<file path="src/rtl/gen_clk_pkg.sv">
// Shared types and defaults for the multi-channel clock generator.
package gen_clk_pkg;

    localparam int unsigned CTR_W_DEF    = 16;
    localparam int unsigned DEF_HALF_VAL = 50;

    typedef logic [CTR_W_DEF-1:0] ctr_t;

    typedef struct packed {
        ctr_t half;
        logic pend;
        ctr_t pend_half;
    } chan_cfg_t;

    function automatic logic ch_in_range(input int unsigned ch, input int unsigned nch);
        return ch < nch;
    endfunction

endpackage

</file>
<file path="src/rtl/gen_clk_chan.sv">
// One divider channel: counter, square-wave toggle, rising-edge tick and a pending half-period
// register that is only applied on a toggle boundary. Optional sync_i under GEN_CLK_SYNC_EN.
module gen_clk_chan
    import gen_clk_pkg::*;
#(
    parameter int unsigned CTR_W    = CTR_W_DEF,
    parameter int unsigned DEF_HALF = DEF_HALF_VAL
) (
    input  logic             clk,
    input  logic             rst,
    input  logic             en_i,
    input  logic             cfg_we_i,
    input  logic [CTR_W-1:0] cfg_half_i,
`ifdef GEN_CLK_SYNC_EN
    input  logic             sync_i,
`endif
    output logic             pend_o,
    output logic             clk_o,
    output logic             tick_o
);

    logic [CTR_W-1:0] ctr_q, ctr_d;
    logic [CTR_W-1:0] half_q, half_d;
    logic [CTR_W-1:0] pend_half_q, pend_half_d;
    logic             pend_q, pend_d;
    logic             clk_q, clk_d;
    logic             tick_q, tick_d;
    logic             boundary;
    logic             apply;
    logic             sync_hit;

    always_comb begin
        boundary    = (ctr_q == half_q);
        sync_hit    = 1'b0;
`ifdef GEN_CLK_SYNC_EN
        sync_hit    = sync_i & en_i;
`endif
        ctr_d       = ctr_q;
        clk_d       = clk_q;
        tick_d      = 1'b0;
        half_d      = half_q;
        pend_d      = pend_q;
        pend_half_d = pend_half_q;
        apply       = 1'b0;

        if (sync_hit) begin
            ctr_d  = '0;
            clk_d  = 1'b1;
            tick_d = ~clk_q;
            apply  = 1'b1;
        end else if (!en_i) begin
            ctr_d  = '0;
            clk_d  = 1'b1;
            apply  = 1'b1;
        end else if (boundary) begin
            ctr_d  = '0;
            clk_d  = ~clk_q;
            tick_d = ~clk_q;
            apply  = 1'b1;
        end else begin
            ctr_d  = ctr_q + 1'b1;
        end

        // A write accepted this cycle had pend_q=0, so it can never be applied at this boundary.
        if (apply && pend_q) begin
            half_d = pend_half_q;
            pend_d = 1'b0;
        end
        if (cfg_we_i) begin
            pend_d      = 1'b1;
            pend_half_d = cfg_half_i;
        end
    end

    always_ff @(posedge clk or posedge rst) begin
        if (rst) begin
            ctr_q       <= '0;
            half_q      <= CTR_W'(DEF_HALF);
            pend_half_q <= '0;
            pend_q      <= 1'b0;
            clk_q       <= 1'b1;
            tick_q      <= 1'b0;
        end else begin
            ctr_q       <= ctr_d;
            half_q      <= half_d;
            pend_half_q <= pend_half_d;
            pend_q      <= pend_d;
            clk_q       <= clk_d;
            tick_q      <= tick_d;
        end
    end

    assign pend_o = pend_q;
    assign clk_o  = clk_q;
    assign tick_o = tick_q;

endmodule

</file>
<file path="src/rtl/gen_clk_multi.sv">
// NCH-channel programmable clock-enable generator with a shared valid/ready config port.
// Define GEN_CLK_SYNC_EN to add the sync_i phase-alignment input.
module gen_clk_multi
    import gen_clk_pkg::*;
#(
    parameter int unsigned NCH      = 4,
    parameter int unsigned CTR_W    = CTR_W_DEF,
    parameter int unsigned DEF_HALF = DEF_HALF_VAL,
    localparam int unsigned CH_W    = (NCH > 1) ? $clog2(NCH) : 1
) (
    input  logic             clk,
    input  logic             rst,
    input  logic [NCH-1:0]   en_i,
    input  logic             cfg_valid,
    output logic             cfg_ready,
    input  logic [CH_W-1:0]  cfg_ch,
    input  logic [CTR_W-1:0] cfg_half,
`ifdef GEN_CLK_SYNC_EN
    input  logic             sync_i,
`endif
    output logic [NCH-1:0]   clk_o,
    output logic [NCH-1:0]   tick_o
);

    logic [NCH-1:0] pend;
    logic [NCH-1:0] cfg_we;

    // Out-of-range channels always look ready so the request completes and is dropped.
    always_comb begin
        cfg_ready = 1'b1;
        if (ch_in_range(32'(cfg_ch), NCH)) begin
            cfg_ready = ~pend[cfg_ch];
        end
    end

    for (genvar i = 0; i < NCH; i++) begin : g_chan
        assign cfg_we[i] = cfg_valid & cfg_ready & (cfg_ch == CH_W'(i));

        gen_clk_chan #(
            .CTR_W    (CTR_W),
            .DEF_HALF (DEF_HALF)
        ) u_chan (
            .clk        (clk),
            .rst        (rst),
            .en_i       (en_i[i]),
            .cfg_we_i   (cfg_we[i]),
            .cfg_half_i (cfg_half),
`ifdef GEN_CLK_SYNC_EN
            .sync_i     (sync_i),
`endif
            .pend_o     (pend[i]),
            .clk_o      (clk_o[i]),
            .tick_o     (tick_o[i])
        );
    end

endmodule

</file>
<file path="config.mk">
export PLATFORM = sky130hd
export DESIGN_NAME = gen_clk_multi
export DESIGN_NICKNAME = d
export VERILOG_FILES = /design/src/rtl/gen_clk_pkg.sv /design/src/rtl/gen_clk_chan.sv /design/src/rtl/gen_clk_multi.sv
export SDC_FILE = /design/constraint.sdc
export NUM_CORES = 1
export LEC_CHECK = 0
export CAP_MARGIN = 20
export CORE_UTILIZATION = 55
export CTS_BUF_LIST = sky130_fd_sc_hd__clkbuf_4 sky130_fd_sc_hd__clkbuf_8 sky130_fd_sc_hd__clkbuf_16
export DETAILED_ROUTE_END_ITERATION = 8
export PLACE_DENSITY = 0.73
export SETUP_SLACK_MARGIN = 0.5
export SLEW_MARGIN = 20
export SYNTH_ARGS = -nofsm -noshare
export SYNTH_HDL_FRONTEND = slang
export SYNTH_SLANG_ARGS = --single-unit
</file>
<file path="constraint.sdc">
create_clock -name clk -period 10.1 [get_ports clk]
set_input_delay 2.525 -clock clk [delete_from_list [all_inputs] [get_ports clk]]
set_output_delay 2.525 -clock clk [all_outputs]
set_load 0.02 [all_outputs]
</file>
Word-level counts from Yosys, hierarchy flattened
Cells that the tools add are included.
- flip-flop bits (word level): 204
- bits of input ports: 25
- logic and storage cells: 101
- add/sub/neg operators: 4
- magnitude comparators: 1
- equality and inequality tests: 11
- multiplexer cells: 42
- bitwise gates (word level): 10
- reductions and logical operators: 9
- operators with widths (cell ; number):
    $mux W16 ; 8
    $add A16 B1 Y16 const B ; 4
    $eq A16 B16 Y1 ; 4
    $mux W1 ; 33
    $ne A2 B1 Y1 const B ; 4
    $reduce_bool A2 Y1 ; 4
    $and A1 B1 Y1 ; 5
    $not A1 Y1 ; 5
    $eq A2 B2 Y1 const B ; 2
    $logic_and A1 B1 Y1 ; 4
    $lt A2 B3 Y1 const B ; 1
    $bmux W1 S2 ; 1
    $eq A2 B1 Y1 const B ; 1
    $logic_not A2 Y1 ; 1

Logic depth before layout (Yosys ltp)
Gate-level depths: netlist of the first run.
- depth after elaboration: 6
- mapped depth: 7
- gate-level depth less buffers: 6

Hierarchy
Synthesis of the first run repeated with hierarchy kept, for this count alone.
- cell total of the unflattened synthesis: 687
- area, all modules: 9102.5 µm²
- modules (own cells, without submodules) (module ; times used ; cells each ; area each (µm²)):
    gen_clk_chan ; 4 ; 170 ; 2259.7
    gen_clk_multi ; 1 ; 7 ; 63.8

Worst setup path before layout of the first run
Ideal clock, no wire load.
- path kind: input port to output port
- start point: input port cfg_ch[0]
- end point: output port cfg_ready
- arrival: 3.311 ns
- slack: 4.264 ns
- stages: 3
- path buffers: 1
- cell sequence: buf_2 -> mux4_2 -> inv_1
- longest elaborated chain between the ends: 3
- RTL lines (item ; RTL line ; source):
    from (decl) ; gen_clk_multi.sv:16 ; input logic [CH_W-1:0] cfg_ch,
    $bmux W1 S2 ; gen_clk_multi.sv:32 ; cfg_ready = ~pend[cfg_ch];
    $mux W1 (implied by the code) ; gen_clk_multi.sv:32 ;
    $not A1 Y1 ; gen_clk_multi.sv:32 ;
    to (decl) ; gen_clk_multi.sv:15 ; output logic cfg_ready,
No other way between the ends. The select of a mux whose other input is x is not followed.

Final worst setup path of the first run
Ends and elaborated chain as after synthesis.

==> PnR_summary.wiki, run 1 <==
{| class="wikitable"
! Metric !! Value
|-
| Outcome || finished clean
|-
| Startpoint class of the critical path || input pin
|-
| Power per standard cell area || about 240 nW/um^2
|-
| Area inside the core boundary || between 15000 and 20000 um^2
|-
| Post-synth top flop || sky130_fd_sc_hd__dfrtp_1
|-
| I/O Pins || 34
|-
| Vias in the first global route || about 5700
|-
| Number of search-and-repair iterations in the first detailed-routing pass || 4
|-
| Number of instances in the synthesized netlist || 695
|-
| Die Area || between 15000 and 20000 um^2
|-
| Max capacitance violation total || 0
|-
| Worst max-slew margin expressed relative to the limit || around a third
|-
| Unrepaired setup endpoints after global routing || no
|-
| Count of flip-flops with a built-in enable after synthesis || 0
|-
| Portion of synthesized cell area occupied by the leading cell type || approximately half
|-
| Final total negative setup slack || 0 ns
|-
| Critical-path top delay cell || sky130_fd_sc_hd__clkdlybuf4s50_1
|-
| Hold/Removal Path Class || reg -> reg
|-
| Max IR drop VDD || about 0.16 mV
|-
| Total number of nets in the final design || 759
|-
| Worst hold margin || 0.5009 ns
|-
| Top achievable clock speed || 143.9 MHz
|-
| Drc violations || 0
|-
| Proportion of layout cells with a drive suffix above 1 || about 28%
|-
| Share of the clock period used by the worst path || between 60 and 70%
|-
| Final hold violations || 0
|-
| Hpwl dp || between 10000 and 15000 um
|-
| CTS Buf Count || 22
|-
| Cts repair resizes || 0
|-
| Relative area change from synthesis to final layout || 14.42%
|-
| Clock H-tree levels || 1
|-
| Mean number of vias per cell || ~5.5
|-
| Crit Path Category || in -> out
|-
| Sequential share of the synthesized area || 56.04%
|-
| Number of distinct library cells after synthesis || 35
|-
| Fraction of registers with async set or reset after synthesis || between 90% and 100%
|-
| Setup skew after layout || between 0.015 and 0.02 ns
|-
| Die extent in x || ~130 um
|-
| Maximum buffer depth of the clock tree || 3
|-
| Detail Route Antenna Nets || 0
|-
| Largest net degree at the start of global routing || roughly 120
|-
| Grt ovf || 0
|-
| Total number of clock tree sinks || 204
|-
| WL final || ~18000 um
|-
| Number of max-slew violations in the final report || 0
|-
| Required time reported for the critical path endpoint || ~7.6 ns
|-
| Worst endpoint data arrival time || about 4.4 ns
|-
| Most frequent cell on the critical path || sky130_fd_sc_hd__clkdlybuf4s50_1
|-
| Clock root buffer || sky130_fd_sc_hd__clkbuf_16
|-
| CTS tree || yes
|-
| Capturing element type of the critical path || output port
|-
| Tightest Pin Transition || 0.9672 ns
|-
| Violation count after the first detailed-route iteration || approximately 330
|-
| Yosys warns || 0
|-
| Crit path max fanout || 5
|-
| Clock slew seen by the registers of the worst setup and hold paths || ~0.060 ns
|-
| Average wire per standard cell || between 15 and 20 um
|-
| Synthesized netlist net count || 724
|-
| Source-to-sink clock delay at the later pin of the worst-skew pair || 0.51 ns
|-
| Clock period minus worst slack || roughly 6.9 ns
|-
| Height of the die || 130.9 um
|-
| Number of antenna violations at the first check in global routing || 0
|-
| Setup repair bufs after CTS || 0
|-
| Count of endpoints failing setup in the final report || 0
|-
| First-pass GRT wire length || ~30000 um
|-
| Std cell rows || 46
|-
| Overall fraction of global-route tracks in use || roughly 22%
|-
| N_diodes || 0
|-
| Top area cells in the synthesized netlist || sky130_fd_sc_hd__dfrtp_1 (51%), sky130_fd_sc_hd__mux2_2 (12%), sky130_fd_sc_hd__xnor2_1 (8.5%)
|-
| Chain of cells forming the critical path || clkdlybuf4s50_1 -> mux4_2 -> inv_1 -> clkdlybuf4s50_1
|-
| Count leader, synth || sky130_fd_sc_hd__dfrtp_1
|-
| Worst path max stage delay || around 0.65 ns
|-
| Quantity of hold-fixing buffers added after cts || 0
|-
| Number of synthesized register bits || 204
|-
| Placer congestion estimate || ~0.8
|-
| Via Count || approximately 5300
|-
| Most common library cells after synthesis || sky130_fd_sc_hd__dfrtp_1 (188), sky130_fd_sc_hd__mux2_2 (97), sky130_fd_sc_hd__xnor2_1 (89)
|-
| Effective utilization at floorplan || 56.95%
|-
| Leakage || approximately 4.4 nW
|-
| Number of buffers added on ports || 33
|-
| Cell taking the most area after synthesis || sky130_fd_sc_hd__dfrtp_1
|-
| Summed instance area of the synthesized netlist || ~9000 um^2
|-
| Synthesized area divided by synthesized cell count || 13.16 um^2
|}
-- per-layer routing --
metal	vias to the layer above	wire [um]	GRT usage, %
met5	-	0	0
met4	0	338	5.882
met3	30	548	2.932
met2	86	8842	38.31
met1	2756	7988	29.78
li1	2460	-	-
-- cell usage in the layout (no fill, tap or decap), drive strengths merged, types with 3 or more instances in the layout --
cell and instances:
and4 5, nor3b 3, or2 4, clkinv 4, o41ai 4, a31o 3
xor2 31, clkdlybuf4s50 33, a21oi 4, mux2 128, dfrtp 188, nand4 28
inv 7, nor2 71, bufinv 4, and3 11, ha 4, dfstp 16
buf 4, or4 3, clkbuf 31, xnor2 89, or3 4, nor3 6
nand3 20, nand2 29, o21ai 5
-- logic make-up after synthesis --
| group | count (synthesis) | synth area share [%] |
|---|---|---|
| flip-flops | 204 | 56.04 |
| AND/OR/NAND/NOR | 188 | 10.49 |
| multiplexers | 129 | 17.24 |
| XOR/XNOR | 120 | 11.49 |
| buffers and inverters | 34 | 2.203 |
| AO/OA/AOI/OAI | 16 | 1.984 |
| adder cells (fa/ha/maj) | 4 | 0.5473 |
-- final cells by class --
class                      count  area [um^2]
clock buffer                  30        665.6
clock inverter                10        158.9
fill                        1169         5594
inverter                       7        33.78
multi-input combinational    457         3832
sequential                   204         5125
tap                          216        270.3
timing repair buffer          38        377.9
-- state kept, by name, summed over array words and instances, names as in the netlist --
name                       count
g_chan.u_chan.ctr_q           64
g_chan.u_chan.half_q          64
g_chan.u_chan.pend_half_q     64
g_chan.u_chan.clk_o            4
g_chan.u_chan.pend_o           4
g_chan.u_chan.tick_o           4
-- worst paths after layout --
kind,startpoint,endpoint,slack (ns),depth (start not counted)
max,cfg_ch[0],cfg_ready,3.15,4
min,g_chan[0].u_chan.pend_half_q[0]$_DFFE_PP0P_,g_chan[0].u_chan.half_q[0]$_DFFE_PP0P_,0.50,1
max reg2reg,g_chan[1].u_chan.ctr_q[10]$_DFF_PP0_,g_chan[1].u_chan.half_q[8]$_DFFE_PP0P_,7.41,5
min reg2reg,g_chan[0].u_chan.pend_half_q[0]$_DFFE_PP0P_,g_chan[0].u_chan.half_q[0]$_DFFE_PP0P_,0.50,1
max in group asynchronous,rst,g_chan[0].u_chan.pend_half_q[4]$_DFFE_PP0P_,6.24,3
min in group asynchronous,rst,g_chan[3].u_chan.ctr_q[8]$_DFF_PP0_,2.59,2
-- metrics by stage --
stage	instance area (um^2)	power (mW)	utilization, %	worst slack [ns]	std cells
2_1_floorplan	9145	1.523	-	2.034	695
4_1_cts	10450	2.550	65.05	3.149	961
5_1_grt	10460	2.635	65.16	3.098	962
3_3_place_gp	9622	1.616	59.92	3.194	921
3_5_place_dp	9622	1.642	59.92	3.155	921
6_report	10460	2.522	65.16	3.150	962
-- report_power, final --
group / switching (mW) / internal (mW)
Sequential: 0.148 / 1.03
Combinational: 0.167 / 0.286
Clock: 0.324 / 0.564
-- critical path, delay by kind of cell --
| family | cells | cell delay (ns) |
|---|---|---|
| buf+inv | 3 | 1.33 |
| mux | 1 | 0.56 |
No activity file was read; power rests on OpenSTA's default activity.
==> run 2, diff against run 1 <==
- clock period: 10.1 -> 7.15 ns (I/O delays scaled with it)
==> PnR_summary.wiki, run 2 (same netlist as run 1, synthesis figures left out) <==
{| class="wikitable"
! Metric !! Value
|-
| Max IR drop VDD || approximately 0.24 mV
|-
| Std cell rows || 46
|-
| Post-Place Setup Slack || around 1.6 ns
|-
| Largest net degree at the start of global routing || about 210
|-
| Number of buffers added on ports || 33
|-
| Count of endpoints failing setup in the final report || 0
|-
| CTS Buf Count || 21
|-
| Number of search-and-repair iterations in the first detailed-routing pass || 6
|-
| Average wire per standard cell || approximately 18 um
|-
| Power per standard cell area || 333.3 nW/um^2
|-
| Effective utilization at floorplan || between 50 and 60%
|-
| Clock root buffer || sky130_fd_sc_hd__clkbuf_16
|-
| Crit Path Category || in -> out
|-
| Startpoint class of the critical path || input pin
|-
| Area inside the core boundary || 16060 um^2
|-
| Clock slew seen by the registers of the worst setup and hold paths || 0.06 ns
|-
| Tightest Pin Transition || about 0.95 ns
|-
| Startpoint of the worst hold path || g_chan[0].u_chan.pend_half_q[0]$_DFFE_PP0P_
|-
| WHS Path Cells || 1
|-
| Capturing element type of the critical path || output port
|-
| Die Area || between 15000 and 20000 um^2
|-
| Detail Route Antenna Nets || 0
|-
| Number of antenna violations at the first check in global routing || 0
|-
| Critical register-to-register path endpoint || g_chan[1].u_chan.half_q[9]$_DFFE_PP0P_
|-
| Worst endpoint data arrival time || around 3.7 ns
|-
| Drc violations || 0
|-
| Required time reported for the critical path endpoint || 5.36 ns
|-
| Hold/Removal Path Class || reg -> reg
|-
| WL final || around 18000 um
|-
| Number of max-slew violations in the final report || 0
|-
| Worst setup path startpoint || cfg_ch[0]
|-
| Overall fraction of global-route tracks in use || 22.15%
|-
| I/O Pins || 34
|-
| Total number of clock tree sinks || around 200
|-
| Source-to-sink clock delay at the later pin of the worst-skew pair || ~0.5 ns
|-
| Register-to-Register Path Depth || 5
|-
| Final cell utilization of the core || approximately two thirds
|-
| Relative area change from synthesis to final layout || 13.87%
|-
| Quantity of hold-fixing buffers added after cts || 0
|-
| Setup skew after layout || about 0.011 ns
|-
| Worst max-slew margin expressed relative to the limit || a little over a third
|-
| Reg-to-Reg Start || g_chan[1].u_chan.ctr_q[10]$_DFF_PP0_
|-
| Vias in the first global route || around 5600
|-
| Top achievable clock speed || ~180 MHz
|-
| Mean number of vias per cell || 5.531
|-
| Via Count || between 5000 and 6000
|-
| Violation count after the first detailed-route iteration || 289
|-
| Height of the die || about 130 um
|-
| Proportion of layout cells with a drive suffix above 1 || between 20 and 30%
|-
| Final hold violations || 0
|-
| Clock period minus worst slack || roughly 5.5 ns
|-
| Outcome || finished clean
|-
| N_diodes || 0
|-
| Hpwl dp || 11700 um
|-
| CTS tree || yes
|-
| Clock H-tree levels || 1
|-
| Unrepaired setup endpoints after global routing || no
|-
| Top library cells by usage in the layout, fill and taps aside || sky130_fd_sc_hd__dfrtp_1 (188), sky130_fd_sc_hd__mux2_2 (97), sky130_fd_sc_hd__xnor2_1 (89)
|-
| Final total negative setup slack || 0 ns
|-
| Share of the clock period used by the worst path || 76.87%
|-
| Max capacitance violation total || 0
|-
| Placer congestion estimate || 0.7966
|-
| First-pass GRT wire length || slightly below 30000 um
|-
| Setup repair bufs after CTS || 0
|-
| Total number of nets in the final design || around 760
|-
| Grt ovf || 0
|-
| Setup slack of the most critical reg-to-reg path || approximately 4.5 ns
|-
| Maximum buffer depth of the clock tree || 3
|-
| Cts repair resizes || 0
|-
| Crit path max fanout || 5
|-
| Most common cell after layout, fill and taps aside || sky130_fd_sc_hd__dfrtp_1
|-
| Largest registers || g_chan.u_chan.ctr_q: 64 flops, g_chan.u_chan.half_q: 64 flops, g_chan.u_chan.pend_half_q: 64 flops
|-
| Destination of the worst hold path || g_chan[0].u_chan.half_q[0]$_DFFE_PP0P_
|-
| Post-route worst setup slack || roughly 1.7 ns
|-
| Die extent in x || ~130 um
|-
| Leakage || roughly 4.4 nW
|}
## run 2: cell types whose count changed in the layout (fill, tap and decap cells not counted)
cell / before / now
sky130_fd_sc_hd__clkbuf_4: 1 / 5
sky130_fd_sc_hd__clkbuf_8: 7 / 3
sky130_fd_sc_hd__clkbuf_16: 23 / 21
sky130_fd_sc_hd__buf_12: 0 / 1
sky130_fd_sc_hd__buf_16: 0 / 1
sky130_fd_sc_hd__clkinv_2: 3 / 4
sky130_fd_sc_hd__clkinv_4: 1 / 0
sky130_fd_sc_hd__clkinvlp_4: 2 / 1
sky130_fd_sc_hd__inv_8: 1 / 0
## run 2: area by class of cell
type | count | area, um^2
Sequential cell | 204 | 5125
Tap cell | 216 | 270.3
Inverter | 7 | 30.03
Clock inverter | 8 | 140.1
Fill cell | 1170 | 5644
Multi-Input combinational cell | 457 | 3832
Timing Repair Buffer | 39 | 411.6
Clock buffer | 29 | 604.3
## run 2: worst max-delay path, cell delays in order
cell                              delay, ns
sky130_fd_sc_hd__clkdlybuf4s50_1       0.62
sky130_fd_sc_hd__mux4_2                0.55
sky130_fd_sc_hd__inv_1                 0.12
sky130_fd_sc_hd__clkdlybuf4s50_1       0.62
## run 2: per-stage QoR
step	cell area, um^2	total power [mW]	hold slack, ns	instances
3_5_place_dp	9630	2.313	0.4842	921
6_report	10410	3.471	0.4897	960
4_1_cts	10380	3.498	0.4919	958
3_3_place_gp	9630	2.280	0.4694	921
5_1_grt	10410	3.621	0.5109	960
2_1_floorplan	9149	2.152	0.4541	695
## run 2: how the worst max path moves through the flow
stage,endpoint,slack [ns],cells after the start
CTS,cfg_ready,1.63,4
floorplan,g_chan[0].u_chan.ctr_q[0]$_DFF_PP0_,2.73,1
detailed placement,cfg_ready,1.63,4
global route,cfg_ready,1.56,4
finish,cfg_ready,1.65,4
global placement,cfg_ready,1.65,4
## run 2: layer usage
metal	GRT usage, %	share of wire (%)	up-vias
li1	-	-	2458
met1	30.17	47	2738
met2	37.32	48	82
met3	3.339	3.1	32
met4	5.680	2.0	0
met5	0	0	-
## run 2: power breakdown
| group | switching (mW) | internal, mW | total, mW |
|---|---|---|---|
| Combinational | 0.231 | 0.405 | 0.636 |
| Clock | 0.438 | 0.735 | 1.17 |
| Sequential | 0.203 | 1.46 | 1.66 |
==> run 3, diff against run 2 <==
- PLACE_DENSITY: 0.73 -> 0.76
- clock period: 7.15 -> 4.7 ns (I/O delays scaled with it)
==> PnR_summary.wiki, run 3 (same netlist as run 1, synthesis figures left out) <==
{| class="wikitable"
! Metric !! Value
|-
| Clock root buffer || sky130_fd_sc_hd__clkbuf_16
|-
| Via Count || 5308
|-
| Number of max-slew violations in the final report || 0
|-
| Final cell utilization of the core || around 64%
|-
| Die Area || roughly 17000 um^2
|-
| Leakage || roughly 4.4 nW
|-
| Total number of clock tree sinks || between 200 and 250
|-
| Total buffers and inverters traversed by the critical path || 3
|-
| Count of endpoints failing setup in the final report || 0
|-
| Die extent in x || approximately 130 um
|-
| Most frequent cell on the critical path || sky130_fd_sc_hd__clkdlybuf4s50_1
|-
| Height of the die || 130.9 um
|-
| Number of buffers added on ports || 33
|-
| Crit Path Category || in -> out
|-
| CTS Buf Count || 21
|-
| Source-to-sink clock delay at the later pin of the worst-skew pair || between 0.5 and 0.6 ns
|-
| Critical-path top delay cell || sky130_fd_sc_hd__clkdlybuf4s50_1
|-
| Largest net degree at the start of global routing || 205
|-
| Required time reported for the critical path endpoint || around 3.5 ns
|-
| Hpwl dp || roughly 12000 um
|-
| Startpoint class of the critical path || input pin
|-
| Total number of nets in the final design || between 700 and 800
|-
| Placer congestion estimate || 0.8466
|-
| Effective utilization at floorplan || ~57%
|-
| Proportion of layout cells with a drive suffix above 1 || 27.46%
|-
| WL final || between 15000 and 20000 um
|-
| Drc violations || 0
|-
| Maximum buffer depth of the clock tree || 3
|-
| Number of search-and-repair iterations in the first detailed-routing pass || 6
|-
| Overall fraction of global-route tracks in use || 22.10%
|-
| Clock period minus worst slack || just over 4 ns
|-
| Violation count after the first detailed-route iteration || approximately 330
|-
| Worst max-slew margin expressed relative to the limit || about 36%
|-
| Critical register-to-register path endpoint || g_chan[0].u_chan.half_q[0]$_DFFE_PP0P_
|-
| Max IR drop VDD || 0.3528 mV
|-
| Chain of cells forming the critical path || clkdlybuf4s50_1 -> mux4_2 -> inv_1 -> clkdlybuf4s50_1
|-
| First-pass GRT wire length || 28890 um
|-
| Destination of the worst hold path || g_chan[1].u_chan.pend_half_q[12]$_DFFE_PP0P_
|-
| Setup slack of the most critical reg-to-reg path || between 2 and 2.5 ns
|-
| Setup skew after layout || ~0.017 ns
|-
| Grt ovf || 0
|-
| Hold/Removal Path Class || reg -> reg
|-
| Tightest Pin Transition || approximately 0.96 ns
|-
| Register-to-Register Path Depth || 5
|-
| Mean number of vias per cell || ~5.5
|-
| Capturing element type of the critical path || output port
|-
| WHS Path Cells || 1
|-
| Top achievable clock speed || 247.0 MHz
|-
| CTS tree || yes
|-
| Outcome || finished clean
|-
| Largest registers || g_chan.u_chan.ctr_q: 64 flops, g_chan.u_chan.half_q: 64 flops, g_chan.u_chan.pend_half_q: 64 flops
|-
| Worst path max stage delay || 0.62 ns
|-
| Worst endpoint data arrival time || ~2.9 ns
|-
| Clock H-tree levels || 1
|-
| Average wire per standard cell || 18.41 um
|-
| Reg-to-Reg Start || g_chan[0].u_chan.half_q[5]$_DFFE_PP1P_
|-
| Top library cells by usage in the layout, fill and taps aside || sky130_fd_sc_hd__dfrtp_1 (188), sky130_fd_sc_hd__mux2_2 (97), sky130_fd_sc_hd__xnor2_1 (89)
|-
| I/O Pins || 34
|-
| Max capacitance violation total || 0
|-
| Setup repair bufs after CTS || 0
|-
| Final total negative setup slack || 0 ns
|-
| Number of antenna violations at the first check in global routing || 0
|-
| Final instance area || 10350 um^2
|-
| Post-layout instance count excluding filler cells || 959
|-
| Final hold violations || 0
|-
| Crit path max fanout || 5
|-
| Cell Count Post-Placement || 921
|-
| Most common cell after layout, fill and taps aside || sky130_fd_sc_hd__dfrtp_1
|-
| Share of the clock period used by the worst path || ~86%
|-
| Standard cell area after detailed placement || approximately 9600 um^2
|-
| Relative area change from synthesis to final layout || 13.13%
|-
| Clock slew seen by the registers of the worst setup and hold paths || around 0.06 ns
|-
| Std cell rows || 46
|-
| N_diodes || 0
|-
| Area inside the core boundary || between 15000 and 20000 um^2
|-
| Unrepaired setup endpoints after global routing || no
|-
| Vias in the first global route || around 5600
|-
| Design Power || slightly above 5 mW
|-
| Startpoint of the worst hold path || g_chan[1].u_chan.pend_half_q[12]$_DFFE_PP0P_
|-
| Detail Route Antenna Nets || 0
|-
| Power per standard cell area || about 500 nW/um^2
|-
| Gate family responsible for the most delay along the worst path || buffers and inverters
|}
## run 3: cell types whose count changed in the layout (fill, tap and decap cells not counted)
cell                              delta
sky130_fd_sc_hd__clkdlybuf4s50_1     -1
sky130_fd_sc_hd__clkbuf_8            +1
sky130_fd_sc_hd__clkinv_2            -2
sky130_fd_sc_hd__bufinv_16           -3
sky130_fd_sc_hd__buf_6               -1
sky130_fd_sc_hd__dlygate4sd2_1       +1
sky130_fd_sc_hd__clkbuf_4            +3
sky130_fd_sc_hd__inv_6               +1
## run 3: through the flow
step           setup slack (ns)  hold slack [ns]
6_report                 0.6517           0.5007
2_1_floorplan            0.8938           0.4541
4_1_cts                  0.6403           0.5046
5_1_grt                  0.6061           0.5162
3_5_place_dp             0.4136           0.4712
3_3_place_gp             0.4304           0.4757
## run 3: report_power, final
| group | internal (mW) | switching, mW | leakage, nW | total, mW |
|---|---|---|---|---|
| clock network | 0.974 | 0.659 | 0.344 | 1.63 |
| registers | 2.22 | 0.312 | 2.55 | 2.53 |
| logic | 0.617 | 0.363 | 1.51 | 0.979 |
## run 3: cell type report
cell class	instances	area, um^2
Fill cell	1204	5712
Sequential cell	204	5125
Multi-Input combinational cell	457	3832
Clock buffer	32	626.9
Timing Repair Buffer	39	412.9
Tap cell	216	270.3
Clock inverter	4	48.80
Inverter	7	30.03
## run 3: worst max-delay path by stage
stage,from,end,depth (start not counted)
detailed placement,cfg_ch[0],cfg_ready,4
floorplan,rst,g_chan[0].u_chan.ctr_q[0]$_DFF_PP0_,1
global placement,cfg_ch[0],cfg_ready,4
global route,cfg_ch[1],cfg_ready,4
finish,cfg_ch[1],cfg_ready,4
CTS,cfg_ch[1],cfg_ready,4
## run 3: repair_timing
item,4_1_cts,5_1_grt
hold buffers,0,0
resized for setup,1,0
setup endpoints to repair,1,0
## run 3: per-layer routing
metal / wire, um / track usage, % / vias to the layer above
met1: 7873 / 29.61 / 2718
met4: 440 / 6.423 / 0
met5: 0 / 0 / -
met3: 696 / 3.339 / 37
met2: 8649 / 37.41 / 102
li1: - / - / 2451
